**src/rtl/traffic_pkg.sv**
```systemverilog
// Shared light encodings, direction indices and error codes for the
// traffic controller and its monitor.
package traffic_pkg;

   typedef enum logic [2:0] {
      RED    = 3'b100,
      YELLOW = 3'b010,
      GREEN  = 3'b001
   } light_e;

   localparam int NUM_DIR = 4;

   typedef enum logic [1:0] {
      DIR_N = 2'd0,
      DIR_S = 2'd1,
      DIR_E = 2'd2,
      DIR_W = 2'd3
   } dir_e;

   typedef enum logic [1:0] {
      ERR_ENC      = 2'd0,
      ERR_CONFLICT = 2'd1,
      ERR_SEQ      = 2'd2,
      ERR_TIMING   = 2'd3
   } err_code_e;

   function automatic logic [2:0] count4(input logic [3:0] v);
      return 3'(v[0]) + 3'(v[1]) + 3'(v[2]) + 3'(v[3]);
   endfunction

   // Index of the lowest set bit; 0 when nothing is set.
   function automatic logic [1:0] lowest4(input logic [3:0] v);
      logic [1:0] idx;
      idx = 2'd0;
      for (int i = NUM_DIR - 1; i >= 0; i--) begin
         if (v[i]) idx = 2'(i);
      end
      return idx;
   endfunction

endpackage

```
**src/rtl/light_channel_checker.sv**
```systemverilog
// Per-direction checker: tracks last valid light and its duration, and flags
// encoding, sequence and timing violations for the current sample.
module light_channel_checker
   import traffic_pkg::*;
#(
   parameter int MIN_GREEN     = 8,
   parameter int YELLOW_CYCLES = 3,
   parameter int CW            = 8
) (
   input  logic       clk,
   input  logic       rst_a,
   input  logic [2:0] lights,
   output logic       enc_err,
   output logic       seq_err,
   output logic       tim_err,
   output logic       non_red,
   output logic       r2g
);

   localparam logic [CW-1:0] DUR_MAX   = '1;
   localparam logic [CW-1:0] MIN_G     = CW'(MIN_GREEN);
   localparam logic [CW-1:0] YEL_EXACT = CW'(YELLOW_CYCLES);

   light_e          last_valid_q, last_valid_d;
   logic [CW-1:0]   dur_q, dur_d;
   logic            valid;
   logic            g2y, y2r;

   assign valid = $onehot(lights);

   always_comb begin
      last_valid_d = last_valid_q;
      dur_d        = dur_q;
      enc_err      = 1'b0;
      seq_err      = 1'b0;
      tim_err      = 1'b0;
      non_red      = 1'b0;
      r2g          = 1'b0;
      g2y          = 1'b0;
      y2r          = 1'b0;
      if (!valid) begin
         // Bad sample: state frozen so the next good sample is judged against history.
         enc_err = 1'b1;
      end else begin
         non_red = (lights != RED);
         if (lights == last_valid_q) begin
            if (dur_q != DUR_MAX) dur_d = dur_q + 1'b1;
         end else begin
            g2y          = (last_valid_q == GREEN)  && (lights == YELLOW);
            y2r          = (last_valid_q == YELLOW) && (lights == RED);
            r2g          = (last_valid_q == RED)    && (lights == GREEN);
            seq_err      = !(g2y || y2r || r2g);
            tim_err      = (g2y && (dur_q < MIN_G)) || (y2r && (dur_q != YEL_EXACT));
            dur_d        = CW'(1);
            last_valid_d = light_e'(lights);
         end
      end
   end

   always_ff @(posedge clk) begin
      if (rst_a) begin
         last_valid_q <= RED;
         dur_q        <= '0;
      end else begin
         last_valid_q <= last_valid_d;
         dur_q        <= dur_d;
      end
   end

endmodule

```
**src/rtl/traffic_light_monitor.sv**
```systemverilog
// Watches the four light outputs of traffic_control and reports the
// highest-priority violation each cycle, plus sticky flags and a phase count.
module traffic_light_monitor
   import traffic_pkg::*;
#(
   parameter int MIN_GREEN     = 8,
   parameter int YELLOW_CYCLES = 3,
   parameter int CW            = 8
) (
   input  logic        clk,
   input  logic        rst_a,
   input  logic [2:0]  n_lights,
   input  logic [2:0]  s_lights,
   input  logic [2:0]  e_lights,
   input  logic [2:0]  w_lights,
   output logic        err_pulse,
   output logic [1:0]  err_code,
   output logic [1:0]  err_dir,
   output logic [3:0]  err_sticky,
   output logic [15:0] phase_count
);

   logic [2:0] lights_all [NUM_DIR];
   logic [3:0] enc_v, seq_v, tim_v, non_red_v, r2g_v;

   assign lights_all[DIR_N] = n_lights;
   assign lights_all[DIR_S] = s_lights;
   assign lights_all[DIR_E] = e_lights;
   assign lights_all[DIR_W] = w_lights;

   for (genvar d = 0; d < NUM_DIR; d++) begin : g_chan
      light_channel_checker #(
         .MIN_GREEN     (MIN_GREEN),
         .YELLOW_CYCLES (YELLOW_CYCLES),
         .CW            (CW)
      ) u_chk (
         .clk     (clk),
         .rst_a   (rst_a),
         .lights  (lights_all[d]),
         .enc_err (enc_v[d]),
         .seq_err (seq_v[d]),
         .tim_err (tim_v[d]),
         .non_red (non_red_v[d]),
         .r2g     (r2g_v[d])
      );
   end

   logic        conflict;
   logic        err_pulse_q, err_pulse_d;
   logic [1:0]  err_code_q, err_code_d;
   logic [1:0]  err_dir_q, err_dir_d;
   logic [3:0]  err_sticky_q, err_sticky_d;
   logic [15:0] phase_count_q, phase_count_d;

   always_comb begin
      conflict      = (count4(non_red_v) > 3'd1);
      err_pulse_d   = (|enc_v) || conflict || (|seq_v) || (|tim_v);
      err_code_d    = 2'd0;
      err_dir_d     = 2'd0;
      if (|enc_v) begin
         err_code_d = ERR_ENC;
         err_dir_d  = lowest4(enc_v);
      end else if (conflict) begin
         err_code_d = ERR_CONFLICT;
         err_dir_d  = lowest4(non_red_v);
      end else if (|seq_v) begin
         err_code_d = ERR_SEQ;
         err_dir_d  = lowest4(seq_v);
      end else if (|tim_v) begin
         err_code_d = ERR_TIMING;
         err_dir_d  = lowest4(tim_v);
      end
      // Sticky bit index matches err_code.
      err_sticky_d  = err_sticky_q | {(|tim_v), (|seq_v), conflict, (|enc_v)};
      phase_count_d = phase_count_q + 16'(count4(r2g_v));
   end

   always_ff @(posedge clk) begin
      if (rst_a) begin
         err_pulse_q   <= 1'b0;
         err_code_q    <= 2'd0;
         err_dir_q     <= 2'd0;
         err_sticky_q  <= 4'd0;
         phase_count_q <= 16'd0;
      end else begin
         err_pulse_q   <= err_pulse_d;
         err_code_q    <= err_code_d;
         err_dir_q     <= err_dir_d;
         err_sticky_q  <= err_sticky_d;
         phase_count_q <= phase_count_d;
      end
   end

   assign err_pulse   = err_pulse_q;
   assign err_code    = err_code_q;
   assign err_dir     = err_dir_q;
   assign err_sticky  = err_sticky_q;
   assign phase_count = phase_count_q;

endmodule

```
**config.mk**
```make
export PLATFORM = sky130hd
export DESIGN_NAME = traffic_light_monitor
export DESIGN_NICKNAME = d
export VERILOG_FILES = /design/src/rtl/traffic_pkg.sv /design/src/rtl/light_channel_checker.sv /design/src/rtl/traffic_light_monitor.sv
export SDC_FILE = /design/constraint.sdc
export NUM_CORES = 1
export LEC_CHECK = 0
export CAP_MARGIN = 5
export CORE_UTILIZATION = 34
export CTS_BUF_LIST = sky130_fd_sc_hd__clkbuf_8
export CTS_CLUSTER_SIZE = 12
export DETAILED_ROUTE_END_ITERATION = 8
export GPL_TIMING_DRIVEN = 0
export PLACE_DENSITY = 0.61
export SYNTH_ARGS = -nofsm -noshare
export SYNTH_HDL_FRONTEND = slang
export SYNTH_SLANG_ARGS = --single-unit
```
**constraint.sdc**
```tcl
create_clock -name clk -period 5.5 [get_ports clk]
set_input_delay 1.1 -clock clk [delete_from_list [all_inputs] [get_ports clk]]
set_output_delay 1.1 -clock clk [all_outputs]
set_load 0.03 [all_outputs]
```
==> run_results.csv, run 1 <==
group,metric,value,unit
timing,max_slew_margin,59.1,%
route,drtAntennaViolNets,0,
clock_network,holdBufCountCts,0,
synthesis,postSynth.asyncResetShare,0,%
synthesis,syn_area,3800,um^2
clock_network,h-tree-depth,3,
placed_design,gp_congestion,0.824,
synthesis,synth_cell_types,61,
floorplan,core,10900,um^2
clock_network,cts_sinks,69,
clock_network,cts_tree,"built",
route,drt-pass1-iter-count,4,
placed_design,place_hpwl,6440,um
pwr,ir_drop,0.103,mV
route,wl_per_cell,13.5,um
global_routing,grt_usage,16.2,%
global_routing,grt_antenna_before_repair,0,
timing,drv_slew,0,
finish,multiInputGateArea,2340,um^2
clock_network,cts-buffers-inserted,9,
clock_network,clock-root-buffer,"clkbuf_8",
synthesis,synth_edf_count,0,
finish,n_fill_cell,1092,
clock_network,clk_pin_slew_worst_paths,0.08,ns
synthesis,yosysWarnings,0,
job,drv_cap,0,
synthesis,synth_area_per_cell,8.36,um^2
timing,min_period,5.14,ns
synthesis,synth_seq_area_share,36.3,%
worst_hold_path,hp-class,"flip-flop to flip-flop",
worst_setup_path,setup.worst_path.start_class,"input pin",
floorplan,dieArea,11600,um^2
finish,drive_gt1_share,6.71,%
synthesis,synthFlopType,"dfxtp_1",
timing,clock_skew,0.0105,ns
floorplan,die_y,108,um
route,drt-vias-per-instance,5.16,
global_routing,grt_pass1_vias,3194,
synthesis,ys_ff_latch,69,
synthesis,yosysTopAreaCell,"dfxtp_1",
route,drtIter0Drc,105,
route,route.detailed.drc,0,
placed_design,portBuffers,37,
timing,setup_viol,0,
finish,seqCellArea,1380,um^2
worst_setup_path,crit_arrival,5.37,ns
synthesis,synth_common_cells,"nor2_1 (70), dfxtp_1 (69), nand2_1 (45)",
clock_network,clk_latency,0.35,ns
floorplan,placementRows,38,
synthesis,synth_cells,455,
floorplan,die_width,108,um
timing,final.setup.tns,0,ns
route,dr_total_vias,3337,
finish,layout.nets,530,
finish,fin_util,41.9,%
global_routing,grt_start_max_net_pins,13,
worst_setup_path,end_kind,"flip-flop",
timing,finalHoldViolCount,0,
synthesis,synth_top_area_share,36.3,%
worst_setup_path,path_max_fanout,8,
finish,fin_cells,647,
pwr,p_leak,1.59,nW
global_routing,overflow,0,
timing,finalCritPeriodShare,93.5,%
floorplan,io_pins,39,
worst_setup_path,required,5.73,ns
worst_setup_path,criticalPathCategory,"input pin to flip-flop",
pwr,power_density,260,nW/um^2
placed_design,dp.cells,632,
floorplan,initial_core_util,34.9,%
finish,area_growth,19.9,%
outcome,status,"completed",
timing,fmax,0.194,GHz
timing,rsz0062_at_grt,"false",
route,wl,8710,um
finish,antenna-diode-count,0,
synthesis,syn_nets,482,
synthesis,yosysMostFrequentCell,"nor2_1",
timing,worst_pin_slew,0.608,ns
global_routing,grt_pass1_wl,14700,um
synthesis,netlist_top_cells_area,"dfxtp_1 (36%), xor2_1 (7.4%), nor2_1 (6.9%), nand2_1 (4.4%), fa_1 (4.2%)",
clock_network,clock_path_buffers,2,
==> power by group <==
part           internal [mW]  switching (mW)  leakage, nW  total (mW)
Clock                  0.254           0.201        0.109       0.454
Sequential             0.517          0.0175        0.560       0.535
Combinational         0.0767           0.119        0.918       0.195
==> critical path: stages <==
cell,delay [ns]
clkdlybuf4s50_1,0.62
fa_1,0.64
nor2b_1,0.13
clkbuf_1,0.29
nand4_1,0.18
fa_1,0.49
fa_1,0.48
fa_1,0.46
or3_1,0.46
nor2_1,0.19
nand4_1,0.13
xor2_1,0.14
nor2_1,0.05
==> timing repair <==
item | 4_1_cts | 5_1_grt
endpoints found under the setup margin | 0 | 1
resized for setup | 0 | 2
buffers inserted | 0 | 0
==> through the flow <==
stage               setup WS (ns)  power (mW)  cell area [um^2]  hold WS (ns)
floorplan                   0.878       0.679              3800         0.449
global placement          -0.0948       0.736              4350         0.458
detailed placement         -0.164       0.741              4350         0.473
CTS                         0.196        1.20              4560         0.485
global route                0.124        1.24              4560         0.517
finish                      0.355        1.18              4560         0.479
==> cell type report <==
cell class / instances / area share (%)
inverters: 7 / 0.576
well taps: 140 / 3.84
multi-input cells: 366 / 51.3
clock inverters: 6 / 1.92
repair buffers: 37 / 8.12
plain buffers: 13 / 1.21
clock buffers: 9 / 2.72
flip-flops and latches: 69 / 30.3
==> cell usage in the layout (no fill, tap or decap), types with 5 or more instances in the layout <==
cell type and instances:
and3_1 8, o21ai_0 13, xnor2_1 15, fa_1 8
o21ai_1 5, nand2_1 45, nor2b_1 7, nand4_1 14
nand3_1 32, a21oi_1 22, nand2b_1 7, ha_1 5
nor2_1 70, clkbuf_8 9, clkdlybuf4s50_1 37, nor4bb_1 6
nor3_1 8, clkbuf_1 6, inv_1 6, dfxtp_1 69
or3_1 8, nor4_1 5, xor2_1 32
==> per-layer routing <==
| metal | vias up | track usage, % | wire, um |
|---|---|---|---|
| met1 | 1559 | 20.9 | 4290 |
| met2 | 43 | 25.8 | 3960 |
| met3 | 16 | 3.03 | 259 |
| met5 | - | 0 | 0 |
| li1 | 1719 | - | - |
| met4 | 0 | 7.73 | 207 |
==> cell families (layout without fill, tap and decap cells) <==
logic type / count (synthesis) / count (layout) / share of synthesized area (%)
adders and majority gates: 13 / 13 / 5.86
buffers and inverters: 20 / 72 / 2.11
xor gates and xnor gates: 47 / 47 / 10.8
DFF: 69 / 69 / 36.3
and+or+nand+nor: 232 / 232 / 31.8
AOI/OAI and AO/OA: 74 / 74 / 13.1
==> sequential cells by signal, summed over array words and instances, names as in the netlist <==
signal                     count
g_chan.u_chk.last_valid_q     12
phase_count                   16
err_dir                        2
err_sticky                     4
err_pulse                      1
err_code                       2
g_chan.u_chk.dur_q            32
==> worst paths after layout <==
kind / from / end / slack (ns) / cells after the start
worst max register to register: g_chan[0].u_chk.last_valid_q[0] / phase_count[14] / 2.05 / 10
worst min-delay path: g_chan[3].u_chk.dur_q[1] / g_chan[3].u_chk.dur_q[1] / 0.48 / 2
worst max-delay path: e_lights[0] / phase_count[14] / 0.36 / 13
worst min register to register: g_chan[3].u_chk.dur_q[1] / g_chan[3].u_chk.dur_q[1] / 0.48 / 2
(Power assumes the default switching activity.)
==> run 2, diff against run 1 <==
CTS_CLUSTER_SIZE = 25   (was 12)
==> results of run 2 <==
Same layout as run 1: the final DEF is identical, and so are final timing and power.
